==> src/rtl/microsequencer.sv <==
// Next-address generator for the microprogrammed control unit: increment,
// dispatch, jump, branch, bounded memory-wait loops and a shallow call stack.
module microsequencer #(
  parameter int unsigned ADDR_W      = 10,
  parameter int unsigned FETCH_ADDR  = 1,
  parameter int unsigned STACK_DEPTH = 2,
  parameter int unsigned TIMEOUT     = 255
) (
  input  logic              clk,
  input  logic              reset,
  input  logic              hold,
  input  logic [2:0]        n_sel,
  input  logic [1:0]        cond_sel,
  input  logic              inv,
  input  logic [ADDR_W-1:0] cr_addr,
  input  logic [ADDR_W-1:0] decode_addr,
  input  logic              moc,
  input  logic              cond,
  input  logic              irq,
  output logic [ADDR_W-1:0] next_state,
  output logic [ADDR_W-1:0] state,
  output logic              stack_err,
  output logic              timeout_err
);

  localparam int unsigned TMR_W = $clog2(TIMEOUT + 1);
  localparam int unsigned CNT_W = $clog2(STACK_DEPTH + 1);

  localparam logic [2:0] N_DISPATCH = 3'b000;
  localparam logic [2:0] N_FETCH    = 3'b001;
  localparam logic [2:0] N_INCR     = 3'b010;
  localparam logic [2:0] N_JUMP     = 3'b011;
  localparam logic [2:0] N_BRANCH   = 3'b100;
  localparam logic [2:0] N_WAIT     = 3'b101;
  localparam logic [2:0] N_CALL     = 3'b110;
  localparam logic [2:0] N_RETURN   = 3'b111;

  logic [ADDR_W-1:0] stack [STACK_DEPTH];
  logic [CNT_W-1:0]  sp;
  logic [TMR_W-1:0]  timer;

  logic              c_sel;
  logic              c;
  logic [ADDR_W-1:0] inc;
  logic [TMR_W-1:0]  timer_nxt;
  logic              do_push;
  logic              do_pop;
  logic              set_serr;
  logic              set_terr;

  // Next-address selection; stack[0] is always the top of stack.
  always_comb begin
    c_sel     = 1'b1;
    next_state = '0;
    timer_nxt = '0;
    do_push   = 1'b0;
    do_pop    = 1'b0;
    set_serr  = 1'b0;
    set_terr  = 1'b0;
    inc       = state + ADDR_W'(1);

    case (cond_sel)
      2'd0:    c_sel = moc;
      2'd1:    c_sel = cond;
      2'd2:    c_sel = irq;
      default: c_sel = 1'b1;
    endcase
    c = c_sel ^ inv;

    case (n_sel)
      N_DISPATCH: next_state = decode_addr;
      N_FETCH:    next_state = ADDR_W'(FETCH_ADDR);
      N_INCR:     next_state = inc;
      N_JUMP:     next_state = cr_addr;
      N_BRANCH:   next_state = c ? cr_addr : inc;
      N_WAIT: begin
        if (c) begin
          next_state = inc;
        end else if (timer == TMR_W'(TIMEOUT - 1)) begin
          next_state = ADDR_W'(FETCH_ADDR);
          set_terr   = 1'b1;
        end else begin
          next_state = state;
          timer_nxt  = timer + TMR_W'(1);
        end
      end
      N_CALL: begin
        next_state = cr_addr;
        do_push    = 1'b1;
        set_serr   = (sp == CNT_W'(STACK_DEPTH));
      end
      N_RETURN: begin
        if (sp == '0) begin
          next_state = ADDR_W'(FETCH_ADDR);
          set_serr   = 1'b1;
        end else begin
          next_state = stack[0];
          do_pop     = 1'b1;
        end
      end
      default: next_state = inc;
    endcase

    if (reset) next_state = '0;
  end

  // State, stack and timer commit; hold freezes everything but next_state.
  always_ff @(posedge clk) begin
    if (reset) begin
      state       <= '0;
      sp          <= '0;
      timer       <= '0;
      stack_err   <= 1'b0;
      timeout_err <= 1'b0;
      for (int i = 0; i < int'(STACK_DEPTH); i++) stack[i] <= '0;
    end else if (!hold) begin
      state       <= next_state;
      timer       <= timer_nxt;
      stack_err   <= stack_err | set_serr;
      timeout_err <= timeout_err | set_terr;
      if (do_push) begin
        // Shifting down drops the oldest entry when the stack is full.
        for (int i = int'(STACK_DEPTH) - 1; i > 0; i--) stack[i] <= stack[i-1];
        stack[0] <= inc;
        if (sp != CNT_W'(STACK_DEPTH)) sp <= sp + CNT_W'(1);
      end else if (do_pop) begin
        for (int i = 0; i < int'(STACK_DEPTH) - 1; i++) stack[i] <= stack[i+1];
        stack[STACK_DEPTH-1] <= '0;
        sp <= sp - CNT_W'(1);
      end
    end
  end

endmodule

==> config.mk <==
export PLATFORM = sky130hd
export DESIGN_NAME = microsequencer
export DESIGN_NICKNAME = d
export VERILOG_FILES = /design/src/rtl/microsequencer.sv
export SDC_FILE = /design/constraint.sdc
export NUM_CORES = 1
export LEC_CHECK = 0
export BUFFER_PORTS_ARGS = -buffer_cell sky130_fd_sc_hd__buf_4
export CAP_MARGIN = 20
export CORE_ASPECT_RATIO = 1.1
export CORE_MARGIN = 10
export CORE_UTILIZATION = 30
export CTS_BUF_LIST = sky130_fd_sc_hd__clkbuf_16
export CTS_CLUSTER_DIAMETER = 30
export CTS_CLUSTER_SIZE = 24
export DETAILED_ROUTE_END_ITERATION = 10
export PLACE_DENSITY_LB_ADDON = 0.25
export SYNTH_ARGS = -nofsm -noshare
export SYNTH_HDL_FRONTEND = slang
export SYNTH_SLANG_ARGS = --single-unit
==> constraint.sdc <==
create_clock -name clk -period 5.68 [get_ports clk]
set_input_delay 1.136 -clock clk [delete_from_list [all_inputs] [get_ports clk]]
set_output_delay 1.136 -clock clk [all_outputs]
set_load 0.01 [all_outputs]
# Word-level counts from Yosys, hierarchy flattened
# Memory sizes are Yosys's and may differ from the RTL's.
# Cells that the tools add are included.
# classes
magnitude_cmp	0
add_sub_neg	4
mul	0
eq_ne	13
n_bitwise	8
reduce_logical	6
n_shift	0
n_div	0
n_mux	36
# op_table
operator	count
two-way mux 10 bit	9
one-hot mux 10 bit (7 select lines)	1
two-way mux 8 bit	3
two-way mux 1 bit	18
equality test 3 bit, second input constant	4
adder 10 x 1 -> 10 bit, second input constant	1
adder 8 x 1 -> 8 bit, second input constant	1
equality test 8 bit, second input constant	1
equality test 3 x 2 -> 1 bit, second input constant	2
two-way mux 2 bit	3
OR 1 bit	6
equality test 2 bit, second input constant	2
logical NOT 2 bit	2
equality test 3 x 1 -> 1 bit, second input constant	1
logical NOT 3 bit	1
one-hot mux 1 bit (3 select lines)	1
AND reduction 3 bit	1
adder 2 x 1 -> 2 bit, second input constant	1
equality test 2 x 1 -> 1 bit, second input constant	1
inequality test 2 x 1 -> 1 bit, second input constant	1
inequality test 2 bit, second input constant	1
one-hot mux 1 bit (2 select lines)	1
nonzero test 2 bit	1
OR reduction 2 bit	1
other kinds (3)	3
# word_totals
romBits	0
latch_bits	0
mem_count	1
output_inout_bits	22
wordCells	73
ram_bits	20
ff_bits	22
input_bits	32
# memory_table
memory	words	width	rd	rd_ports_with_merged_regs	wr	line	source
stack	2	10	2	0	2	38	logic [ADDR_W-1:0] stack [STACK_DEPTH];

# Depth between registers and ports, before layout
# Gate-level depths: netlist of the first run.
# logic_depth
word_depth	9
mapped_depth	9
mapped_depth_nobuf	8

# Least setup slack after synthesis of the first run
# Ideal clock, no wire load.
# synth_timing
kind	input to output
start	input cond_sel[1]
end	output next_state[5]
path_stages	7
setup_slack_ns	1.885
t_arrival_ns	2.659
path_cell_list	mux2i_1 > a2111oi_1 > or3_1 > buf_4 > a221o_1 > a221oi_2 > nor3_1
# synth_via
elab_chain_len	6
elab_cells_between_ends	9
classes_between	eq/ne: 2; mux: 5; bitwise: 1; reduce/logical: 1
# synth_lines
item	line	source
from (decl)	13	input logic [1:0] cond_sel,
equality test 2 bit (tied with other cells)	62	case (cond_sel)
one-hot mux 1 bit (3 select lines) *	62	
bitwise XOR 1 bit *	68	c = c_sel ^ inv;
two-way mux 10 bit (on tied branches)	77, 75	
one-hot mux 10 bit (7 select lines) *	70	case (n_sel)
two-way mux 10 bit *	104	if (reset) next_state = '0;
to (decl)	20	output logic [ADDR_W-1:0] next_state,
# Every way passes the cells marked *; elsewhere a longest branch is shown, timed or not.

# Final worst setup path of the first run
# layout_timing
start	input cond_sel[1]
end	output next_state[8]
# The elaborated chain is that of the path after synthesis.

==> impl_metrics.csv, run 1 <==
group,metric,value,unit
status,status,"finished, final reports clean",
clock_tree,htreeDepth,2,
yosys,synth_seq_cells,42,
setup_path,critPathKind,"input port to output port",
yosys,yosysWarnings,0,
min_path,hold_path_class,"register to register",
setup_path,end_kind,"output port",
sta,fin_skew,0.00756,ns
floorplan,start_util,0.307,
floorplan,die_w,108,um
yosys,netlist_area,2570,um2
clock_tree,clockBufferDepth,2,
detailed_routing,wl_per_cell,17.3,um
sta,max_slew_margin,0.430,
clock_tree,cts_root_buf,"clkbuf_16",
global_route,grt_pass1_vias,2385,
sta,rsz0062_at_grt,"false",
detailed_routing,antenna_left,0,
yosys,synth_top_flop_cell,"dfxtp_1",
setup_path,reg2reg_depth,8,
clock_tree,cts_buffers,5,
place,post-place-ws,1.41,ns
yosys,synth_nets,329,
yosys,synth_top_family_by_area,"simple AND/OR/NAND/NOR gates",
setup_path,r2r_slack,3.53,ns
yosys,synth-xor-area-share,0.0409,
clock_tree,cts_resized,0,
place,placed_area,3050,um2
yosys,synth-edff-count,20,
place,post-dp-hpwl,5870,um
final_layout,nFillCells,855,
sta,layout_min_cycle_time,4.26,ns
detailed_routing,dr.pass1.iters,4,
place,gp_congestion,0.819,
yosys,synthArstFlopShare,0,
clock_tree,clk_latency,0.29,ns
power_and_ir_drop,p_per_area,251,nW/um2
power_and_ir_drop,leakage,1.22,nW
sta,finalHoldViolCount,0,
yosys,synth_sequential_area_ratio,0.405,
detailed_routing,num_vias,2426,
yosys,netlist_instances,294,
clock_tree,clk_pin_slew_worst_paths,0.06,ns
setup_path,path_max_fanout,10,
yosys,synth-compound-area-share,0.235,
detailed_routing,vias_per_cell,5.38,
clock_tree,tritoncts,"yes",
floorplan,core_area,8360,um2
detailed_routing,routed_wl,7820,um
sta,tightestPinTransition,0.849,ns
setup_path,required,4.54,ns
power_and_ir_drop,vdd_drop_max,0.121,mV
global_route,gr-total-overflow,0,
sta,drv_slew,0,
floorplan,pin_count,54,
place,io_buffer_count,53,
detailed_routing,first_iter_violations,145,
yosys,synth_area_per_cell,8.73,um2
setup_path,endpoint,"next_state[8]",
clock_tree,post-cts-setup-buffers,0,
floorplan,rows,35,
yosys,synthAdderAreaFrac,0.0146,
sta,layout_setup_ws,1.42,ns
final_layout,nets,374,
setup_path,arrival,3.12,ns
final_layout,n_antenna_cell,0,
sta,timing.fmax,235,MHz
yosys,yosysUniqueCellTypes,51,
setup_path,reg2reg_to,"state[6]$_SDFFE_PP0N_",
global_route,grtUsageTotal,0.124,
setup_path,r2r-start,"timer[0]$_SDFFE_PP0N_",
yosys,yosys.area_share.simple,0.265,
flow_run,cap_viol_max_count,0,
global_route,grt_antenna_before_repair,0,
setup_path,crit_start,"cond_sel[1]",
setup_path,critPathLaunchType,"input port",
sta,finalSetupViolCount,0,
floorplan,die_area,12700,um2
detailed_routing,drc,0,
final_layout,drive_gt1_frac,0.224,
final_layout,final_area,3220,um2
sta,tns,0,ns
global_route,grt_max_degree,37,
sta,period_share,0.750,
yosys,muxShareOfSynthArea,0.00828,
global_route,grt_pass1_wl,12500,um
clock_tree,cts_hold_buf,0,
final_layout,synthToLayoutAreaGrowth,25.4,%
clock_tree,clock_sinks,42,
floorplan,die_y,117,um
## report_power, final
| part | total [W] | leakage [nW] | switching [W] | internal [W] |
|---|---|---|---|---|
| logic | 0.000131 | 0.757 | 0.0000718 | 0.0000590 |
| clock network | 0.000333 | 0.0760 | 0.000126 | 0.000207 |
| registers | 0.000344 | 0.387 | 0.0000151 | 0.000329 |
| total | 0.000808 | 1.22 | 0.000213 | 0.000595 |
## cells by family (layout without fill, tap and decap cells)
kind of cell / Yosys count / in the layout
DFF: 42 / 42
xor gates and xnor gates: 12 / 12
AOI/OAI and AO/OA: 82 / 82
adders and majority gates: 3 / 3
muxes: 2 / 2
buffers and inverters: 20 / 66
and+or+nand+nor: 133 / 133
## layout by cell type (no fill, tap or decap), drive strengths merged, types with 5 or more instances in the layout
master / synthesis / routed
buf: 3 / 55
nor2: 31 / 31
nand2: 26 / 26
dfxtp: 22 / 22
nor3: 21 / 21
edfxtp: 20 / 20
o21ai: 19 / 19
a21oi: 17 / 17
and2: 11 / 11
nand3: 10 / 10
nand3b: 8 / 8
o32ai: 8 / 8
and3: 7 / 7
a22o: 7 / 7
xnor2: 6 / 6
xor2: 6 / 6
a221o: 6 / 6
clkbuf: 14 / 5
## stage by stage
| step | instances | hold slack, ns | utilization | power (W) |
|---|---|---|---|---|
| 2_1_floorplan | 294 | 0.440 | - | 0.000423 |
| 3_3_place_gp | 443 | 0.449 | 0.365 | 0.000482 |
| 3_5_place_dp | 443 | 0.458 | 0.365 | 0.000482 |
| 4_1_cts | 451 | 0.467 | 0.385 | 0.000814 |
| 5_1_grt | 451 | 0.506 | 0.385 | 0.000843 |
| 6_report | 451 | 0.466 | 0.385 | 0.000808 |
## critical path: stages
cell and delay (ns):
buf_4 0.11, mux2i_1 0.27, a2111oi_1 0.14, or3_1 0.57
a221o_1 0.42, a221oi_2 0.22, nor3_1 0.09, buf_4 0.16
## per-layer routing
layer | up-vias | part of all wire | wire (um) | track usage
li1 | 1195 | - | - | -
met3 | 10 | 0.066 | 516 | 0.0400
met5 | - | 0 | 0 | 0
met4 | 0 | 0.012 | 94 | 0.0348
met1 | 1160 | 0.42 | 3290 | 0.147
met2 | 61 | 0.50 | 3920 | 0.208
## area by class of cell
cell class,instances,area [um2],area share
clock inverters,3,45.0,0.0140
multi-input cells,232,1450,0.449
clock buffers,5,125,0.0389
inverters,3,11.3,0.00350
well taps,111,139,0.0431
flip-flops and latches,42,1040,0.323
repair buffers,55,413,0.128
## cell usage after synthesis, types with 8 or more instances
| cell | number | share of area |
|---|---|---|
| nor2_1 | 30 | 0.044 |
| nand2_1 | 26 | 0.038 |
| dfxtp_1 | 22 | 0.17 |
| edfxtp_1 | 20 | 0.23 |
| nor3_1 | 20 | 0.039 |
| a21oi_1 | 17 | 0.033 |
| o21ai_0 | 17 | 0.033 |
| clkbuf_1 | 14 | 0.020 |
| and2_1 | 11 | 0.027 |
| nand3_1 | 10 | 0.019 |
| nand3b_1 | 8 | 0.023 |
| o32ai_1 | 8 | 0.027 |
## state kept, by name (all words and copies together), names as in the netlist
name,count
sp,2
timeout_err,1
state,10
stack_err,1
timer,8
stack,20
## worst min-delay path by stage
stage | startpoint | slack, ns | cells past startpoint | to
floorplan | timer[7]$_SDFFE_PP0N_ | 0.44 | 2 | timer[7]$_SDFFE_PP0N_
global placement | timer[7]$_SDFFE_PP0N_ | 0.45 | 2 | timer[7]$_SDFFE_PP0N_
detailed placement | timer[7]$_SDFFE_PP0N_ | 0.46 | 2 | timer[7]$_SDFFE_PP0N_
CTS | timer[7]$_SDFFE_PP0N_ | 0.47 | 2 | timer[7]$_SDFFE_PP0N_
global route | timer[7]$_SDFFE_PP0N_ | 0.51 | 2 | timer[7]$_SDFFE_PP0N_
finish | timer[7]$_SDFFE_PP0N_ | 0.47 | 2 | timer[7]$_SDFFE_PP0N_
(Power assumes the default switching activity.)
==> inputs of run 2 (changes only) <==
==> constraint.sdc (replaced) <==
create_clock -name clk -period 3.8 [get_ports clk]
set_input_delay 0.76 -clock clk [delete_from_list [all_inputs] [get_ports clk]]
set_output_delay 0.76 -clock clk [all_outputs]
set_load 0.01 [all_outputs]
==> run 2 against run 1 <==
Combinational power increased by 50%. Critical endpoint is now next_state[1]. Register-to-register slack got worse by 1.8 ns. Largest cell class unchanged. Final cell count increased by 0.22%.
==> impl_metrics.csv, run 2 (synthesis results as in run 1) <==
group,metric,value,unit
global_route,grtUsageTotal,0.126,
detailed_routing,vias_per_cell,5.38,
setup_path,reg2reg_to,"state[4]$_SDFFE_PP0N_",
detailed_routing,antenna_left,0,
global_route,grt_pass1_vias,2377,
clock_tree,cts_hold_buf,0,
final_layout,final_cell_mix,"56 x buf_4, 30 x nor2_1, 26 x nand2_1",
clock_tree,cts_root_buf,"clkbuf_16",
sta,drv_slew,0,
detailed_routing,drc,0,
floorplan,start_util,0.307,
detailed_routing,num_vias,2433,
place,post-dp-hpwl,5960,um
setup_path,r2r-start,"state[0]$_SDFFE_PP0N_",
detailed_routing,dr.pass1.iters,5,
sta,period_share,0.930,
sta,finalHoldViolCount,0,
detailed_routing,wl_per_cell,17.6,um
floorplan,die_area,12700,um2
final_layout,nets,375,
clock_tree,htreeDepth,2,
power_and_ir_drop,leakage,1.22,nW
detailed_routing,routed_wl,7940,um
min_path,hold_path_class,"register to register",
global_route,gr-total-overflow,0,
setup_path,endpoint,"next_state[1]",
floorplan,pin_count,54,
clock_tree,cts_resized,0,
final_layout,synthToLayoutAreaGrowth,25.0,%
power_and_ir_drop,vdd_drop_max,0.219,mV
setup_path,critPathKind,"input port to output port",
floorplan,die_y,117,um
global_route,grt_max_degree,37,
sta,max_slew_margin,0.429,
min_path,hold-path-cell-count,2,
final_layout,final_common_cell,"buf_4",
setup_path,arrival,2.77,ns
clock_tree,cts_buffers,5,
final_layout,max_flop_register,"stack",
sta,finalSetupViolCount,0,
floorplan,die_w,108,um
power_and_ir_drop,p_per_area,362,nW/um2
setup_path,reg2reg_depth,7,
sta,tightestPinTransition,0.849,ns
clock_tree,clk_pin_slew_worst_paths,0.06,ns
place,gp_congestion,0.851,
sta,rsz0062_at_grt,"false",
clock_tree,clock_sinks,42,
setup_path,end_kind,"output port",
place,io_buffer_count,53,
sta,fin_skew,0.00714,ns
global_route,grt_antenna_before_repair,0,
clock_tree,clk_latency,0.29,ns
flow_run,cap_viol_max_count,0,
clock_tree,tritoncts,"yes",
detailed_routing,first_iter_violations,128,
setup_path,critPathLaunchType,"input port",
global_route,grt_pass1_wl,12600,um
sta,layout_min_cycle_time,3.53,ns
setup_path,required,3.04,ns
final_layout,final_area,3210,um2
setup_path,crit_start,"cond_sel[1]",
final_layout,top_regs,"stack (20), state (10), timer (8)",
clock_tree,clockBufferDepth,2,
setup_path,path_max_fanout,10,
sta,tns,0,ns
sta,timing.fmax,283,MHz
floorplan,rows,35,
final_layout,largest_reg_flops,20,
status,status,"finished, final reports clean",
clock_tree,post-cts-setup-buffers,0,
final_layout,n_antenna_cell,0,
floorplan,core_area,8360,um2
place,placed_area,3060,um2
final_layout,drive_gt1_frac,0.226,
setup_path,r2r_slack,1.71,ns
[run 2: report_power, final]
| group | total, W | switching (W) | internal, W | leakage, nW |
|---|---|---|---|---|
| sequential | 0.000514 | 0.0000228 | 0.000492 | 0.387 |
| combinational | 0.000197 | 0.000108 | 0.0000886 | 0.763 |
| clock | 0.000449 | 0.000198 | 0.000251 | 0.0752 |
| total | 0.00116 | 0.000329 | 0.000831 | 1.22 |
[run 2: per-layer routing]
layer / track usage / wire length (um)
met1: 0.150 / 3450
met5: 0 / 0
met2: 0.200 / 3680
met3: 0.0400 / 525
met4: 0.0615 / 284
[run 2: how the worst min path moves through the flow]
stage,start,end
final,timer[7]$_SDFFE_PP0N_,timer[7]$_SDFFE_PP0N_
after global routing,timer[7]$_SDFFE_PP0N_,timer[7]$_SDFFE_PP0N_
after CTS,timer[7]$_SDFFE_PP0N_,timer[7]$_SDFFE_PP0N_
after detailed placement,timer[7]$_SDFFE_PP0N_,timer[7]$_SDFFE_PP0N_
after global placement,timer[7]$_SDFFE_PP0N_,timer[7]$_SDFFE_PP0N_
after floorplan,timer[7]$_SDFFE_PP0N_,timer[7]$_SDFFE_PP0N_
[run 2: worst max-delay path, stage by stage]
cell	delay (ns)
buf_4	0.11
mux2i_1	0.28
a2111oi_1	0.14
or3_1	0.56
a222oi_1	0.40
a21boi_1	0.26
a211oi_1	0.10
buf_4	0.16
[run 2: cell type report]
type | count | area (um2)
timing repair buffer | 56 | 420
clock inverter | 3 | 26.3
clock buffer | 5 | 125
multi-input combinational | 232 | 1450
sequential | 42 | 1040
fill | 849 | 5150
inverter | 3 | 11.3
tap | 111 | 139
[run 2: metrics by stage]
step	cells	setup WS [ns]	util	hold WS (ns)	total power, W
detailed placement	444	0.265	0.366	0.456	0.000722
global placement	444	0.336	0.366	0.449	0.000721
CTS	452	0.255	0.384	0.465	0.00117
global route	452	0.0551	0.384	0.495	0.00121
finish	452	0.267	0.384	0.467	0.00116
floorplan	294	0.757	-	0.440	0.000633
==> inputs of run 3 (changes only) <==
==> constraint.sdc (replaced) <==
create_clock -name clk -period 4.5 [get_ports clk]
set_input_delay 0.9 -clock clk [delete_from_list [all_inputs] [get_ports clk]]
set_output_delay 0.9 -clock clk [all_outputs]
set_load 0.01 [all_outputs]
==> run 3 against run 2 <==
Final cell count unchanged. First-iteration DRC count increased by 23%. Global-route usage decreased by 0.20 points. Via count decreased by 0.70%. Count of clock-buffer cells in the layout unchanged. Largest cell class unchanged.
==> impl_metrics.csv, run 3 (synthesis results as in run 1) <==
group,metric,value,unit
setup_path,crit_start,"cond_sel[1]",
place,gp_congestion,0.818,
flow_run,cap_viol_max_count,0,
clock_tree,clk_pin_slew_worst_paths,0.07,ns
floorplan,die_y,117,um
final_layout,nets,375,
clock_tree,clk_latency,0.29,ns
min_path,hold_path_class,"register to register",
detailed_routing,wl_per_cell,17.3,um
final_layout,final_common_cell,"buf_4",
floorplan,pin_count,54,
setup_path,end_kind,"output port",
setup_path,arrival,2.92,ns
global_route,grtUsageTotal,0.124,
setup_path,path_max_fanout,10,
sta,finalSetupViolCount,0,
sta,finalHoldViolCount,0,
sta,layout_min_cycle_time,3.82,ns
clock_tree,cts_hold_buf,0,
clock_tree,cts_buffers,5,
floorplan,rows,35,
clock_tree,clock_sinks,42,
sta,rsz0062_at_grt,"false",
final_layout,final_cell_mix,"56 x buf_4, 30 x nor2_1, 26 x nand2_1",
final_layout,utilization,0.384,
detailed_routing,vias_per_cell,5.35,
global_route,grt_antenna_before_repair,0,
setup_path,r2r-start,"state[0]$_SDFFE_PP0N_",
sta,tns,0,ns
detailed_routing,num_vias,2416,
place,io_buffer_count,53,
floorplan,die_area,12700,um2
detailed_routing,routed_wl,7840,um
global_route,gr-total-overflow,0,
clock_tree,tritoncts,"yes",
final_layout,drive_gt1_frac,0.226,
sta,tightestPinTransition,0.864,ns
place,post-dp-hpwl,5900,um
global_route,grt_max_degree,37,
global_route,grt_pass1_wl,12400,um
detailed_routing,antenna_left,0,
final_layout,largest_reg_flops,20,
final_layout,n_antenna_cell,0,
final_layout,synthToLayoutAreaGrowth,25.0,%
setup_path,critPathKind,"input port to output port",
power_and_ir_drop,vdd_drop_max,0.136,mV
sta,max_slew_margin,0.419,
detailed_routing,first_iter_violations,157,
detailed_routing,drc,0,
clock_tree,htreeDepth,2,
setup_path,critPathLaunchType,"input port",
clock_tree,cts_root_buf,"clkbuf_16",
clock_tree,clockBufferDepth,2,
floorplan,die_w,108,um
sta,period_share,0.848,
sta,drv_slew,0,
floorplan,start_util,0.307,
global_route,grt_pass1_vias,2375,
sta,timing.fmax,262,MHz
status,status,"finished, final reports clean",
final_layout,top_regs,"stack (20), state (10), timer (8)",
power_and_ir_drop,p_per_area,306,nW/um2
final_layout,max_flop_register,"stack",
min_path,hold_start,"timer[7]$_SDFFE_PP0N_",
final_layout,nFillCells,862,
clock_tree,post-cts-setup-buffers,0,
sta,fin_skew,0.00706,ns
power_and_ir_drop,leakage,1.22,nW
detailed_routing,dr.pass1.iters,4,
setup_path,required,3.60,ns
floorplan,core_area,8360,um2
clock_tree,cts_resized,0,
==> run 3: cell counts in the layout (fill, tap and decap cells not counted) <==
No cell type changed its count.
==> run 3: worst paths after layout <==
path | end | slack, ns | cells after the start
max | next_state[1] | 0.68 | 8
min | timer[7]$_SDFFE_PP0N_ | 0.46 | 2
max reg2reg | state[4]$_SDFFE_PP0N_ | 2.43 | 7
min reg2reg | timer[7]$_SDFFE_PP0N_ | 0.46 | 2
==> run 3: critical path, cell delays in order <==
cell and delay, ns:
buf_4 0.11, mux2i_1 0.27, a2111oi_1 0.14, or3_1 0.59, a222oi_1 0.40, a21boi_1 0.25
a211oi_1 0.09, buf_4 0.16
==> run 3: where the power goes <==
group          internal [W]  switching (W)
Sequential         0.000415      0.0000192
Combinational     0.0000748      0.0000910
Clock              0.000212       0.000171
Total              0.000702       0.000281
==> run 3: routing by layer <==
layer,share of wire,GRT usage,up-vias
met5,0,0,-
met4,0.018,0.0357,0
met3,0.070,0.0438,12
met2,0.49,0.203,70
met1,0.43,0.149,1141
li1,-,-,1193
==> run 3: final cells by class <==
class | instances | area (um2) | area share
flip-flops and latches | 42 | 1040 | 0.324
inverters | 3 | 11.3 | 0.00351
multi-input cells | 232 | 1450 | 0.451
repair buffers | 56 | 420 | 0.131
clock buffers | 5 | 125 | 0.0390
well taps | 111 | 139 | 0.0433
clock inverters | 3 | 26.3 | 0.00819
==> run 3: through the flow <==
step	instance area [um2]	hold WS, ns	worst slack (ns)	total power (W)	instances
after floorplan	2570	0.440	1.18	0.000535	294
after global placement	3060	0.449	0.746	0.000609	444
after detailed placement	3060	0.458	0.701	0.000610	444
after CTS	3210	0.467	0.693	0.000990	452
after global routing	3210	0.495	0.521	0.00102	452
final	3210	0.464	0.684	0.000983	452
